==> src/rtl/ka_encode_dat.sv <==
// ka_encode_dat -- transmit-side packer for the KA data word.
//
// Gathers one control word plus SLICES slice addresses. The addresses arrive
// one per beat. The packer emits them as a single frame with a valid/ready
// handshake. Frame layout matches the KA decode stage:
//   t_ka_dat = {ctrl[SELOU-1:0], slice[SLICES-1], ..., slice[0]}
// so slice k sits at bits [k*BADDR +: BADDR].
//
// Ports
//   clk, reset_n          clock (rising edge), async active-low reset
//   i_ctrl                control word, captured only on the slot-0 beat
//   i_addr                slice address for the current slot
//   i_valid / i_ready     input beat handshake
//   t_ka_dat              packed frame
//   t_ka_valid/t_ka_ready frame handshake
//   o_busy                registered, high while a partial frame is gathered
//   i_flush               level request to close a partial frame
//                         (present only with KA_ENC_FLUSH_EN defined)
//
// Optional feature macro: KA_ENC_FLUSH_EN (adds i_flush).

module ka_encode_dat #(
  parameter int SELOU  = 8,
  parameter int SLICES = 4,
  parameter int BADDR  = 10
) (
  input  logic                          clk,
  input  logic                          reset_n,
  input  logic [SELOU-1:0]              i_ctrl,
  input  logic [BADDR-1:0]              i_addr,
  input  logic                          i_valid,
  output logic                          i_ready,
`ifdef KA_ENC_FLUSH_EN
  input  logic                          i_flush,
`endif
  output logic [SELOU+SLICES*BADDR-1:0] t_ka_dat,
  output logic                          t_ka_valid,
  input  logic                          t_ka_ready,
  output logic                          o_busy
);

  localparam int            CW   = (SLICES > 1) ? $clog2(SLICES) : 1;
  localparam logic [CW-1:0] LAST = CW'(SLICES - 1);

  logic [CW-1:0]                cnt, cnt_nx;
  logic [SELOU-1:0]             ctrl_q, ctrl_nx;
  logic [SLICES-1:0][BADDR-1:0] slc_q, slc_nx;
  logic                         last, load_ok, acc, fl, load;

  assign last    = (cnt == LAST);
  assign load_ok = !t_ka_valid || t_ka_ready;
  // Only the beat that completes a frame must wait for the output register.
  assign i_ready = !last || load_ok;
  assign acc     = i_valid && i_ready;

`ifdef KA_ENC_FLUSH_EN
  // A flush only closes a frame that has started and only when the output can
  // take it. Otherwise the request stays pending because the source holds it.
  assign fl = i_flush && (cnt != '0) && load_ok;
`else
  assign fl = 1'b0;
`endif

  assign load = (acc && last) || fl;

  // Next gather contents. A slot-0 beat starts a fresh frame. It takes the
  // control word and clears the higher slices, so a flushed frame has zeros
  // in every slice it did not fill.
  always_comb begin
    ctrl_nx = ctrl_q;
    slc_nx  = slc_q;
    if (acc) begin
      if (cnt == '0) begin
        ctrl_nx = i_ctrl;
        slc_nx  = '0;
      end
      for (int k = 0; k < SLICES; k++)
        if (cnt == CW'(k)) slc_nx[k] = i_addr;
    end
  end

  always_comb begin
    cnt_nx = cnt;
    if (load)     cnt_nx = '0;
    else if (acc) cnt_nx = cnt + CW'(1);
  end

  always_ff @(posedge clk or negedge reset_n) begin
    if (!reset_n) begin
      cnt        <= '0;
      ctrl_q     <= '0;
      slc_q      <= '0;
      t_ka_dat   <= '0;
      t_ka_valid <= 1'b0;
      o_busy     <= 1'b0;
    end else begin
      cnt    <= cnt_nx;
      o_busy <= (cnt_nx != '0);
      if (acc) begin
        ctrl_q <= ctrl_nx;
        slc_q  <= slc_nx;
      end
      // The output takes the merged gather value, so the completing beat's
      // address lands in the frame at this same edge.
      if (load) begin
        t_ka_dat   <= {ctrl_nx, slc_nx};
        t_ka_valid <= 1'b1;
      end else if (t_ka_ready) begin
        t_ka_valid <= 1'b0;
      end
    end
  end

endmodule

==> config.mk <==
export PLATFORM = sky130hd
export DESIGN_NAME = ka_encode_dat
export DESIGN_NICKNAME = d
export VERILOG_FILES = /design/src/rtl/ka_encode_dat.sv
export SDC_FILE = /design/constraint.sdc
export NUM_CORES = 1
export LEC_CHECK = 0
export BUFFER_PORTS_ARGS = -buffer_cell sky130_fd_sc_hd__buf_2
export CAP_MARGIN = 20
export CORE_ASPECT_RATIO = 0.75
export CORE_MARGIN = 3
export CORE_UTILIZATION = 55
export DETAILED_ROUTE_END_ITERATION = 16
export PLACE_DENSITY = 0.79
export REMOVE_ABC_BUFFERS = 1
export SLEW_MARGIN = 20
export SYNTH_ARGS = -nofsm -noshare
export SYNTH_HDL_FRONTEND = slang
export SYNTH_SLANG_ARGS = --single-unit
export TNS_END_PERCENT = 20
==> constraint.sdc <==
create_clock -name clk -period 1.8 [get_ports clk]
set_input_delay 0.36 -clock clk [delete_from_list [all_inputs] [get_ports clk]]
set_output_delay 0.36 -clock clk [all_outputs]
set_load 0.02 [all_outputs]
==> reports/summary.txt <==
Wire length per cell - 17.70 µm
Outcome - finished clean
PD cells - 1944 nW/µm²
Crit path from - cnt[1]
Total length of routed met3 wires - 539 µm
Max Clk Rate - 0.5743 GHz
Worst hold path class - input pin to register
Maximum vdd drop - 0.8485 mV
Netlist cell types - 29
Maximum number of pins on one net before global-route repair - 47
Transition time of the tightest slew-check pin - 301.2 ps
Reg-to-reg slack, setup - 60 ps
Biggest fanout along the worst timing path - 10
Final Hold Fails - 0
Uppermost metal layer occupied by signal nets - met4
TritonCTS sink count - 90
Total routing usage reported by global routing - 0.2177
Global-route wire length before repair - 14160 µm
Synth async-reset ratio - 1.000
Leakage - 2.296 nW
Initial DRC count - 128
Initial antenna violation count - 0
Setup repair after global routing missed its margin - true
Post-synthesis instance area - 3921 µm²
Total number of placement rows - 25
Startpoint Class - register
Area of the die - 8189 µm²
Critical path arrival - 2000 ps
Residual overflow from global routing - 0
Worst setup path category - register to register
Antenna Diode Count - 0
Effective utilization at floorplan - 0.5941
TritonCTS clock tree - yes
Number of enable flip-flop cells after synthesis - 0
Total routed wirelength - 8408 µm
Part of the Yosys area used for sequential elements - 0.5743
Fin crit share - 0.9674
Number of nets in the layout - 402
# Max-Cap Violations - 0
Clock input transition at the sequential cells of the worst setup and hold paths - 90 ps
Vertical extent of the die - 79.13 µm
Layout-stage area growth over the synthesis result - 18.67%
Startpoint of the lowest-slack register-to-register path - cnt[1]
Number of iterations in the first detailed-routing pass - 4
H-tree levels - 3
Number of top-level pins - 73
Final worst clock skew - 5.892 ps
Placeable core region - 6600 µm²
Placed wire-length estimate - 5607 µm
Post-synthesis area per instance - 13.07 µm²
Number of global-route vias before repair - 2740
Total routed wire length on the met1 layer - 3975 µm
Routed vias/inst - 5.663
Setup slack of the critical path after layout - 58.71 ps
TritonCTS buffer count - 9
Number of max-slew violations in the final report - 0
Number of stages on the worst hold path - 3
Ys Warns - 0
R2r endpoint - slc_q[18]
Post-Synthesis Cells - 300
Worst-case setup slack after placement - -16.32 ps
Total chip power - 9.047 mW
Capturing element type of the critical path - register
Fraction of layout instances using a drive strength above 1 - 0.4094
Number of vias after detailed routing - 2690
FF+latch count, synth - 90
CP required - 2060 ps
Routability congestion estimate - 0.8231
Die span in x - 103.5 µm
CTS Buffer Depth - 2
Remaining max-slew budget at the tightest pin - 0.7992
Timing endpoint of the critical path - slc_q[18]
Remaining antenna violation count - 0
Total of buffers placed on input and output ports - 72
Main flop type after synthesis - sky130_fd_sc_hd__dfrtp_1
Final setup vio count - 0
Wire length on met2 - 3814 µm
Post-route DRC - 0
Crit path time final - 1741 ps
Worst-Skew Late Latency - 370 ps
Worst R2R Path Depth - 5
Clock root buffer - sky130_fd_sc_hd__clkbuf_8
-- logic make-up (layout without fill, tap and decap cells) --
family,after synthesis,in the layout,synth area share
AOI/OAI and AO/OA,80,80,0.1576
adders and majority gates,4,4,0.01276
buffers and inverters,43,124,0.05903
DFF,90,90,0.5743
muxes,49,49,0.1465
and+or+nand+nor,34,34,0.04978
-- sequential cells by signal, summed over array words and instances, names as in the netlist --
name,count
cnt,2
o_busy,1
t_ka_dat,48
slc_q,30
t_ka_valid,1
ctrl_q,8
-- power by group --
part	leakage, nW	switching, mW	internal, mW	total, mW
Clock	0.120	0.736	0.922	1.66
Sequential	1.14	0.484	2.92	3.40
Combinational	1.04	2.20	1.79	3.99
-- cell usage in the layout, fill, tap and decap left out, drive strengths merged, types with 4 or more instances in the layout --
cell / netlist / layout
dfrtp: 90 / 90
buf: 14 / 84
mux2: 46 / 46
a22o: 38 / 38
inv: 23 / 24
nand2: 22 / 22
o21ai: 18 / 18
o2bb2ai: 18 / 18
clkbuf: 6 / 9
ha: 4 / 4
-- worst min-delay path by stage --
stage	to	slack [ps]	startpoint
5_1_grt	ctrl_q[6]	250	i_ctrl[6]
3_3_place_gp	t_ka_dat[43]	270	reset_n
6_report	ctrl_q[0]	260	i_ctrl[0]
2_1_floorplan	cnt[0]	60	reset_n
4_1_cts	ctrl_q[1]	250	i_ctrl[1]
3_5_place_dp	t_ka_dat[43]	270	reset_n
-- cell type report --
cell class	instances	area (µm²)
clock buffer	9	123.9
clock inverter	7	116.4
fill	466	1947
inverter	23	86.33
multi-input combinational	167	1453
sequential	90	2252
tap	94	117.6
timing repair buffer	85	504.2
-- per-stage QoR --
stage | instances | area (µm²) | util | setup TNS (ps) | hold slack [ps]
after floorplan | 280 | 3776 | - | -21350 | 64.41
after global placement | 457 | 4377 | 0.6631 | 0 | 274.3
after detailed placement | 457 | 4377 | 0.6631 | -90.11 | 273.6
after CTS | 475 | 4642 | 0.7033 | -26.66 | 246.2
after global routing | 475 | 4653 | 0.7050 | -62.25 | 254.4
final | 475 | 4653 | 0.7050 | 0 | 259.7
-- synthesized netlist by cell type, types with 2 or more instances --
master,n,area share
sky130_fd_sc_hd__mux2_4,7,0.027
sky130_fd_sc_hd__o2bb2ai_1,18,0.040
sky130_fd_sc_hd__nor3b_1,2,0.0038
sky130_fd_sc_hd__and3_4,2,0.0057
sky130_fd_sc_hd__nand3b_2,2,0.0057
sky130_fd_sc_hd__buf_2,4,0.0051
sky130_fd_sc_hd__buf_6,4,0.011
sky130_fd_sc_hd__o21ai_0,18,0.023
sky130_fd_sc_hd__mux2i_1,3,0.0077
sky130_fd_sc_hd__nand2_1,21,0.020
sky130_fd_sc_hd__nor2_2,2,0.0032
sky130_fd_sc_hd__a21oi_1,3,0.0038
sky130_fd_sc_hd__a22o_1,38,0.085
sky130_fd_sc_hd__mux2_2,38,0.11
sky130_fd_sc_hd__clkbuf_1,6,0.0057
sky130_fd_sc_hd__ha_1,4,0.013
sky130_fd_sc_hd__inv_1,23,0.022
sky130_fd_sc_hd__dfrtp_1,90,0.57
sky130_fd_sc_hd__buf_4,5,0.0096
-- repair_timing --
item                                    4_1_cts  5_1_grt
endpoints found under the setup margin       22       18
resized for setup                             2        3
buffers inserted                              1        0
endpoints found under the hold margin        21        0
pin swaps                                     1        0
hold buffers                                  1        0
-- layer usage --
metal | up-vias | track usage
met5 | - | 0
met4 | 0 | 0.05179
met3 | 10 | 0.07392
met2 | 89 | 0.3303
met1 | 1361 | 0.3057
li1 | 1230 | -
-- worst max-delay path, cell delays in order (launching register included) --
cell and delay (ps):
sky130_fd_sc_hd__dfrtp_1 410, sky130_fd_sc_hd__inv_1 140, sky130_fd_sc_hd__ha_2 350, sky130_fd_sc_hd__nor2_4 110, sky130_fd_sc_hd__nand3b_2 370, sky130_fd_sc_hd__a22o_1 250
Note: power is estimated with default switching activity, not from simulation.
